===== config.mk =====
export PLATFORM = sky130hd
export DESIGN_NAME = fir_ctrl
export DESIGN_NICKNAME = d
export VERILOG_FILES = /design/src/rtl/fir_ctrl_pkg.sv /design/src/rtl/fir_ctrl_fifo.sv /design/src/rtl/fir_ctrl.sv
export SDC_FILE = /design/constraint.sdc
export NUM_CORES = 1
export LEC_CHECK = 0
export ABC_AREA = 1
export CORE_AREA = 2 2 130 132
export CTS_CLUSTER_DIAMETER = 150
export CTS_CLUSTER_SIZE = 25
export DETAILED_ROUTE_END_ITERATION = 8
export DIE_AREA = 0 0 132 134
export PLACE_DENSITY = 0.82
export SLEW_MARGIN = 20
export SYNTH_ARGS = -nofsm -noshare
export SYNTH_HDL_FRONTEND = slang
export SYNTH_SLANG_ARGS = --single-unit

===== constraint.sdc =====
create_clock -name clk -period 2.25 [get_ports clk]
set_clock_uncertainty 0.2 [all_clocks]
set_input_delay 0.5625 -clock clk [delete_from_list [all_inputs] [get_ports clk]]
set_output_delay 0.5625 -clock clk [all_outputs]
set_load 0.01 [all_outputs]

===== src/rtl/fir_ctrl_pkg.sv =====
`default_nettype none
// ============================================================================
//  Module      : fir_ctrl_pkg
//  Description : Shared types and constants for the FIR sample sequencer.
//                Holds the FSM state encoding, the config address map and
//                the width of the dropped-sample counter.
//  Revision    : 1.0 - initial release
// ============================================================================
package fir_ctrl_pkg;

    // Sequencer states: wait for work, strobe the FIR, count down to result
    typedef enum logic [1:0] {
        ST_IDLE  = 2'd0,
        ST_ISSUE = 2'd1,
        ST_WAIT  = 2'd2
    } state_t;

    // Config address map (address 3 is accepted and ignored)
    localparam logic [1:0] CFG_B0  = 2'd0;
    localparam logic [1:0] CFG_B1  = 2'd1;
    localparam logic [1:0] CFG_CLR = 2'd2;

    // Width of the dropped-sample counter
    localparam int OVF_CNT_W = 16;

endpackage : fir_ctrl_pkg
`default_nettype wire


===== src/rtl/fir_ctrl_fifo.sv =====
`default_nettype none
// ============================================================================
//  Module      : fir_ctrl_fifo
//  Description : First-word-fall-through sample FIFO. The head entry is
//                visible on o_rdata whenever o_empty is low. A push and a pop
//                in the same cycle are both honoured, even when full.
//  Revision    : 1.0 - initial release
// ============================================================================
module fir_ctrl_fifo #(
    parameter int N      = 16,
    parameter int FDEPTH = 4
) (
    input  logic         clk,
    input  logic         rst,
    input  logic         i_push,
    input  logic [N-1:0] i_wdata,
    input  logic         i_pop,
    output logic [N-1:0] o_rdata,
    output logic         o_full,
    output logic         o_empty
);

    localparam int AW = (FDEPTH > 1) ? $clog2(FDEPTH) : 1;

    logic [N-1:0]  r_mem [FDEPTH];
    logic [AW-1:0] r_wr_ptr;
    logic [AW-1:0] r_rd_ptr;
    logic [AW:0]   r_count;

    // Storage array; no reset needed since occupancy gates every read
    always_ff @(posedge clk) begin
        if (i_push) begin
            r_mem[r_wr_ptr] <= i_wdata;
        end
    end

    // Pointer and occupancy tracking
    always_ff @(posedge clk) begin
        if (rst) begin
            r_wr_ptr <= '0;
            r_rd_ptr <= '0;
            r_count  <= '0;
        end else begin
            if (i_push) begin
                r_wr_ptr <= r_wr_ptr + 1'b1;
            end
            if (i_pop) begin
                r_rd_ptr <= r_rd_ptr + 1'b1;
            end
            case ({i_push, i_pop})
                2'b10:   r_count <= r_count + 1'b1;
                2'b01:   r_count <= r_count - 1'b1;
                default: r_count <= r_count;
            endcase
        end
    end

    assign o_rdata = r_mem[r_rd_ptr];
    assign o_full  = (r_count == (AW+1)'(FDEPTH));
    assign o_empty = (r_count == '0);

endmodule : fir_ctrl_fifo
`default_nettype wire


===== src/rtl/fir_ctrl.sv =====
`default_nettype none
// ============================================================================
//  Module      : fir_ctrl
//  Description : Sample-rate sequencer and coefficient manager for a single
//                shared FIR. Buffers ADC samples, strobes the FIR only when
//                it is idle, captures each result, and commits shadow
//                coefficients only between computations.
//                Build option FIR_CTRL_OVF_CNT_EN: when defined, the
//                saturating dropped-sample counter is built; otherwise
//                ovf_cnt is tied to zero.
//  Revision    : 1.0 - initial release
// ============================================================================
module fir_ctrl
    import fir_ctrl_pkg::*;
#(
    parameter int N      = 16,
    parameter int LAT    = 6,
    parameter int FDEPTH = 4
) (
    input  logic                 clk,
    input  logic                 rst,
    input  logic                 in_valid,
    input  logic [N-1:0]         in_data,
    input  logic                 cfg_we,
    input  logic [1:0]           cfg_addr,
    input  logic [N-1:0]         cfg_wdata,
    output logic                 fir_en,
    output logic [N-1:0]         fir_x,
    output logic [N-1:0]         fir_b0,
    output logic [N-1:0]         fir_b1,
    input  logic [N-1:0]         fir_y,
    output logic                 out_valid,
    output logic [N-1:0]         out_data,
    output logic                 busy,
    output logic                 ovf,
    output logic [OVF_CNT_W-1:0] ovf_cnt
);

    localparam int WCW = $clog2(LAT + 1);

    state_t         r_state;
    state_t         w_state_nxt;
    logic [WCW-1:0] r_wcnt;
    logic [N-1:0]   r_fir_x;
    logic [N-1:0]   r_b0;
    logic [N-1:0]   r_b1;
    logic [N-1:0]   r_sh_b0;
    logic [N-1:0]   r_sh_b1;
    logic           r_dirty;
    logic           r_out_valid;
    logic [N-1:0]   r_out_data;
    logic           r_ovf;

    logic           w_push;
    logic           w_pop;
    logic           w_full;
    logic           w_empty;
    logic [N-1:0]   w_head;
    logic           w_drop;
    logic           w_clr;
    logic           w_wr_b0;
    logic           w_wr_b1;
    logic           w_commit;
    logic           w_capture;

    // A full FIFO still accepts a sample when the head leaves this cycle
    assign w_pop     = (r_state == ST_ISSUE);
    assign w_push    = in_valid && (!w_full || w_pop);
    assign w_drop    = in_valid && !w_push;
    assign w_clr     = cfg_we && (cfg_addr == CFG_CLR);
    assign w_wr_b0   = cfg_we && (cfg_addr == CFG_B0);
    assign w_wr_b1   = cfg_we && (cfg_addr == CFG_B1);
    assign w_capture = (r_state == ST_WAIT) && (r_wcnt == WCW'(1));

    fir_ctrl_fifo #(
        .N      (N),
        .FDEPTH (FDEPTH)
    ) u_fifo (
        .clk     (clk),
        .rst     (rst),
        .i_push  (w_push),
        .i_wdata (in_data),
        .i_pop   (w_pop),
        .o_rdata (w_head),
        .o_full  (w_full),
        .o_empty (w_empty)
    );

    // FSM state register
    always_ff @(posedge clk) begin
        if (rst) begin
            r_state <= ST_IDLE;
        end else begin
            r_state <= w_state_nxt;
        end
    end

    // Next state; a pending commit takes priority over issuing a sample, and
    // a sample arriving this cycle counts as work so the FIR starts next cycle
    always_comb begin
        w_state_nxt = r_state;
        w_commit    = 1'b0;
        case (r_state)
            ST_IDLE: begin
                if (r_dirty) begin
                    w_commit = 1'b1;
                end else if (!w_empty || w_push) begin
                    w_state_nxt = ST_ISSUE;
                end
            end
            ST_ISSUE: begin
                w_state_nxt = ST_WAIT;
            end
            ST_WAIT: begin
                if (r_wcnt == WCW'(1)) begin
                    w_state_nxt = ST_IDLE;
                end
            end
            default: begin
                w_state_nxt = ST_IDLE;
            end
        endcase
    end

    // Issue-side datapath: latch the presented sample and run the countdown
    always_ff @(posedge clk) begin
        if (rst) begin
            r_fir_x <= '0;
            r_wcnt  <= '0;
        end else if (w_pop) begin
            r_fir_x <= w_head;
            r_wcnt  <= WCW'(LAT - 1);
        end else if (r_state == ST_WAIT) begin
            r_wcnt  <= r_wcnt - 1'b1;
        end
    end

    // Result capture; out_data holds between strobes
    always_ff @(posedge clk) begin
        if (rst) begin
            r_out_valid <= 1'b0;
            r_out_data  <= '0;
        end else begin
            r_out_valid <= w_capture;
            if (w_capture) begin
                r_out_data <= fir_y;
            end
        end
    end

    // Shadow coefficients and commit; a write racing a commit stays pending
    always_ff @(posedge clk) begin
        if (rst) begin
            r_sh_b0 <= '0;
            r_sh_b1 <= '0;
            r_b0    <= '0;
            r_b1    <= '0;
            r_dirty <= 1'b0;
        end else begin
            if (w_commit) begin
                r_b0 <= r_sh_b0;
                r_b1 <= r_sh_b1;
            end
            if (w_wr_b0) begin
                r_sh_b0 <= cfg_wdata;
            end
            if (w_wr_b1) begin
                r_sh_b1 <= cfg_wdata;
            end
            if (w_wr_b0 || w_wr_b1) begin
                r_dirty <= 1'b1;
            end else if (w_commit) begin
                r_dirty <= 1'b0;
            end
        end
    end

    // Sticky overflow flag; a drop beats a simultaneous clear
    always_ff @(posedge clk) begin
        if (rst) begin
            r_ovf <= 1'b0;
        end else if (w_drop) begin
            r_ovf <= 1'b1;
        end else if (w_clr) begin
            r_ovf <= 1'b0;
        end
    end

`ifdef FIR_CTRL_OVF_CNT_EN
    logic [OVF_CNT_W-1:0] r_ovf_cnt;

    // Saturating dropped-sample counter; a drop with a clear restarts at 1
    always_ff @(posedge clk) begin
        if (rst) begin
            r_ovf_cnt <= '0;
        end else if (w_drop) begin
            if (w_clr) begin
                r_ovf_cnt <= OVF_CNT_W'(1);
            end else if (r_ovf_cnt != '1) begin
                r_ovf_cnt <= r_ovf_cnt + 1'b1;
            end
        end else if (w_clr) begin
            r_ovf_cnt <= '0;
        end
    end

    assign ovf_cnt = r_ovf_cnt;
`else
    assign ovf_cnt = '0;
`endif

    // fir_x shows the FIFO head while strobing and holds the last sample after
    assign fir_en    = w_pop;
    assign fir_x     = w_pop ? w_head : r_fir_x;
    assign fir_b0    = r_b0;
    assign fir_b1    = r_b1;
    assign out_valid = r_out_valid;
    assign out_data  = r_out_data;
    assign busy      = (r_state != ST_IDLE) || !w_empty;
    assign ovf       = r_ovf;

endmodule : fir_ctrl
`default_nettype wire


==> metrics list <==
* Fmax: 423 MHz
- Number of instances in the synthesized netlist: slightly above 800
- Cell with the most instances after synthesis: sky130_fd_sc_hd__nand2_1
- List of most frequent post-synthesis cells: sky130_fd_sc_hd__nand2_1, sky130_fd_sc_hd__dfxtp_1, sky130_fd_sc_hd__inv_1
- Clock transition at the register clock pins on the worst setup and hold paths after CTS: 0.07 ns
* Sequential element share of the synthesized area: 0.582
- Setup violations, final: 16
* Post-DP HPWL: 11.2 mm
- The largest single stage delay on the critical path is roughly 0.42 ns.
- The multi-input combinational cells in the finished layout cover a total of 2610 µm².
- The Yosys step of the flow raised 0 warnings.
* Worst Hold Launch: u_fifo.r_rd_ptr[1]
- The via count of the first global-routing pass was 5,607.
- Internal cell power: 7.14 mW
- The clock reaches the later pin of the worst-skew pair after around 0.43 ns.
- Dividing the detail-routed via count by the number of cells gives around 5.0.
* # fillers: 1,263
- Compared with the post-synthesis result, the final layout area differs by 36.7%.
* Clock root cell: sky130_fd_sc_hd__clkbuf_16
- The run finished, with violations left.
* Crit path kind: reg2out
* Data required time of the critical path: 1.49 ns
- Final layout net count: about 1,000
- Worst min-delay path class: reg2reg
* Kind of cell adding the most delay to the critical path: flip-flops
- After detailed placement, the total cell area comes to just under 9000 µm².
- Antenna Diode Count: 0
- Placer Congestion: 0.828
- Ys flop type: sky130_fd_sc_hd__dfxtp_1
* CP startpoint kind: flop
- Synth area leaders: sky130_fd_sc_hd__dfxtp_1, sky130_fd_sc_hd__edfxtp_1, sky130_fd_sc_hd__nand2_1
- For this design, the sink count on the clock tree is 177.
- Wire length after detailed routing: 18.7 mm
- Register-to-register setup slack: 0.16 ns
* Failing checks: negative setup slack
- In this run the cell area of the synthesized design comes to 7190 µm².
- For this design the total switching power over the nets is around 3.7 mW.
- After layout, the worst setup slack is -0.113 ns.
* Cell type contributing the most total cell area after synthesis: sky130_fd_sc_hd__dfxtp_1
- The endpoint identified for the worst register-to-register timing path is u_fifo.r_mem[0][15].
* Num CTS Buffers: 17
- Crit Reg-Reg Startpoint: r_state[1]
- In the final routed layout, each cell accounts on average for roughly 15 µm.
- Power Density: ~1100 nW/µm²
* Number of flops mapped to enable cells by yosys: between 60 and 70
* Global-route congestion overflow total: 0
* #FFs+latches synth: 177
* Async SR Flop Fraction: 0
- Number of pins with negative max-slew slack in the final report: 0
* Critical path cell sequence: inv_8 > buf_12 > nand2_1 > nand3_2 > nand2_2 > nand2_2 > nand2_1 > buf_2
* Finished Core Util: 0.603
* Clk pwr share: 0.272
* Post-route cell area: 9830 µm²
- Relative contribution of sequential cells to total power: 0.371
- Final hold violation count: 0
* Core Footprint: 16,300 µm²
- between 100 and 150 I/O pins were placed.
- Vias: roughly 6,000
- The share of total power dissipated in combinational logic is 0.357.
* Slowest library cell on the worst path: sky130_fd_sc_hd__dfxtp_4
- Entering global routing, the biggest net connects 81 pins.
- ANT nets after route: 0
- The initialized floorplan defines 47 standard-cell rows.
- Average cell area after synthesis: 8.70 µm²
* CTS tree: done
- Switching part of the total: 0.339
- Measured in cells, the most critical reg-to-reg path has a length of 9.
- In this run the vertical extent of the chip is 134 µm.
- Along the worst path, the maximum fanout reaches 8.
* Area used by sequential logic in the layout: approximately 4200 µm²
- During placement, the flow inserted port buffers numbering 121.
- First-pass GRT wire length: 27.7 mm
- STA classifies the critical path endpoint as an output port.
- Setup repair after global routing could not meet its margin everywhere.
- Hold_buf cts: 0
- Together, buffers and inverters on the worst path number 3.
* Post-route clock period utilization: 1.05
- Max capacitance violation total: 0
* Total die area: 17,700 µm²
- For this configuration, the core starts out at a cell density of 0.441.
- In the routed design, unresolved DRC markers number 0.
- Post-route minimum period: 2.36 ns
* Proportion of layout cells with a drive suffix above 1: 0.211
- VDD sags by at most 0.000681 V.
* Bufs on Longest Clock Path: 2
- The number of antenna violations at the first check in global routing came to 0.
- Counting instances, the worst hold path has a depth of 1.
- Of the post-synthesis cell area, the dominant cell type holds 0.315.
* Chip width: 132 µm
* Signal arrival time at the worst endpoint: 1.60 ns
- Leakage: about 4.2 nW
- Netlist cell types: 30
* TritonRoute pass-1 iters: 5
* 1st-iter DRT viols: 443
* GRT Util Overall: 0.198
- Hold slack final: between 0.2 and 0.25 ns
- The H-tree generated during clock tree synthesis spans 4 levels.
[layer usage]
metal / GRT usage / routed length [µm]
met1: 0.239 / 7510
met2: 0.343 / 9480
met3: 0.0469 / 1090
met4: 0.0779 / 571
met5: 0 / 0
[kinds of logic (layout without fill, tap and decap cells)]
kind of cell / Yosys count / count (layout) / share of synthesized area
compound gates: 139 / 139 / 0.0978
other cells: 1 / 16 / 0.000522
simple gates: 327 / 327 / 0.189
buf+inv: 169 / 318 / 0.107
xor+xnor: 1 / 1 / 0.00122
fa+ha+maj: 12 / 12 / 0.0219
flops: 177 / 177 / 0.582
[through the flow]
step / cells / setup TNS, ns / worst slack (ns) / total power, mW
2_1_floorplan: 841 / 0 / 0.0169 / 5.77
3_3_place_gp: 1164 / -0.483 / -0.0464 / 7.09
3_5_place_dp: 1164 / -2.91 / -0.0691 / 7.20
4_1_cts: 1207 / -1.06 / -0.111 / 10.4
5_1_grt: 1210 / -1.79 / -0.152 / 11.4
6_report: 1210 / -0.927 / -0.113 / 10.8
[final cells by class]
cell class                      instances  share of cell area
Clock buffer                           17              0.0433
Clock inverter                         15              0.0164
Inverter                              113              0.0442
Multi-Input combinational cell        495               0.266
Sequential cell                       177               0.427
Tap cell                              220              0.0280
Timing Repair Buffer                  173               0.176
[repair_timing]
item / 4_1_cts / 5_1_grt
cloned: 3 / 1
pin swaps: 11 / 25
buffers inserted: 8 / 3
gates resized for setup: 107 / 79
endpoints found under the setup margin: 18 / 18
[sequential cells by signal, summed over array words and instances, names as in the netlist, named ones only]
signal	flops
ovf	1
out_valid	1
r_wcnt	3
r_fir_x	16
u_fifo.r_wr_ptr	2
u_fifo.r_rd_ptr	2
fir_b1	16
u_fifo.r_count	3
r_dirty	1
r_state	2
fir_b0	16
r_sh_b0	16
out_data	16
u_fifo.r_mem	64
r_sh_b1	16
[worst max-delay path by stage]
stage               start            endpoint  slack (ns)  cells past startpoint
2_1_floorplan  r_state[1]  u_fifo.r_mem[0][0]        0.02                      6
3_3_place_gp   r_state[1]            fir_x[5]       -0.05                      7
3_5_place_dp     in_valid   u_fifo.r_count[2]       -0.07                     10
4_1_cts              flop           fir_x[13]       -0.11                      8
5_1_grt              flop            fir_x[8]       -0.15                      8
6_report             flop           fir_x[15]       -0.11                      8
[power groups by stage]
stage | sequential (mW) | clock, mW | combinational (mW)
floorplan | 4.04 | 0 | 1.72
global placement | 4.01 | 0 | 3.08
detailed placement | 4.03 | 0 | 3.17
CTS | 3.99 | 2.95 | 3.45
global route | 4.05 | 3.11 | 4.20
finish | 4.01 | 2.94 | 3.85
[layout by cell type (no fill, tap or decap), types with 2 or more instances in the layout]
| cell | count |
|---|---|
| sky130_fd_sc_hd__nor2_2 | 10 |
| sky130_fd_sc_hd__nand3_1 | 32 |
| sky130_fd_sc_hd__a31oi_1 | 2 |
| sky130_fd_sc_hd__o21ai_1 | 16 |
| sky130_fd_sc_hd__clkinv_2 | 2 |
| sky130_fd_sc_hd__nand2_4 | 9 |
| sky130_fd_sc_hd__o21ai_0 | 58 |
| sky130_fd_sc_hd__inv_8 | 5 |
| sky130_fd_sc_hd__nor2_1 | 96 |
| sky130_fd_sc_hd__conb_1 | 16 |
| sky130_fd_sc_hd__edfxtp_1 | 64 |
| sky130_fd_sc_hd__a21oi_1 | 61 |
| sky130_fd_sc_hd__inv_1 | 104 |
| sky130_fd_sc_hd__clkdlybuf4s50_1 | 103 |
| sky130_fd_sc_hd__buf_6 | 8 |
| sky130_fd_sc_hd__nand3_2 | 23 |
| sky130_fd_sc_hd__nand2_2 | 48 |
| sky130_fd_sc_hd__buf_4 | 36 |
| sky130_fd_sc_hd__dfxtp_1 | 109 |
| sky130_fd_sc_hd__buf_16 | 2 |
| sky130_fd_sc_hd__inv_2 | 7 |
| sky130_fd_sc_hd__ha_1 | 9 |
| sky130_fd_sc_hd__clkbuf_16 | 18 |
| sky130_fd_sc_hd__ha_4 | 2 |
| sky130_fd_sc_hd__inv_4 | 2 |
| sky130_fd_sc_hd__dfxtp_4 | 2 |
| sky130_fd_sc_hd__dfxtp_2 | 2 |
| sky130_fd_sc_hd__nand2_1 | 104 |
| sky130_fd_sc_hd__buf_2 | 13 |
| sky130_fd_sc_hd__inv_6 | 5 |
| sky130_fd_sc_hd__nand4_1 | 2 |
| sky130_fd_sc_hd__buf_12 | 9 |
(Power assumes the default switching activity.)
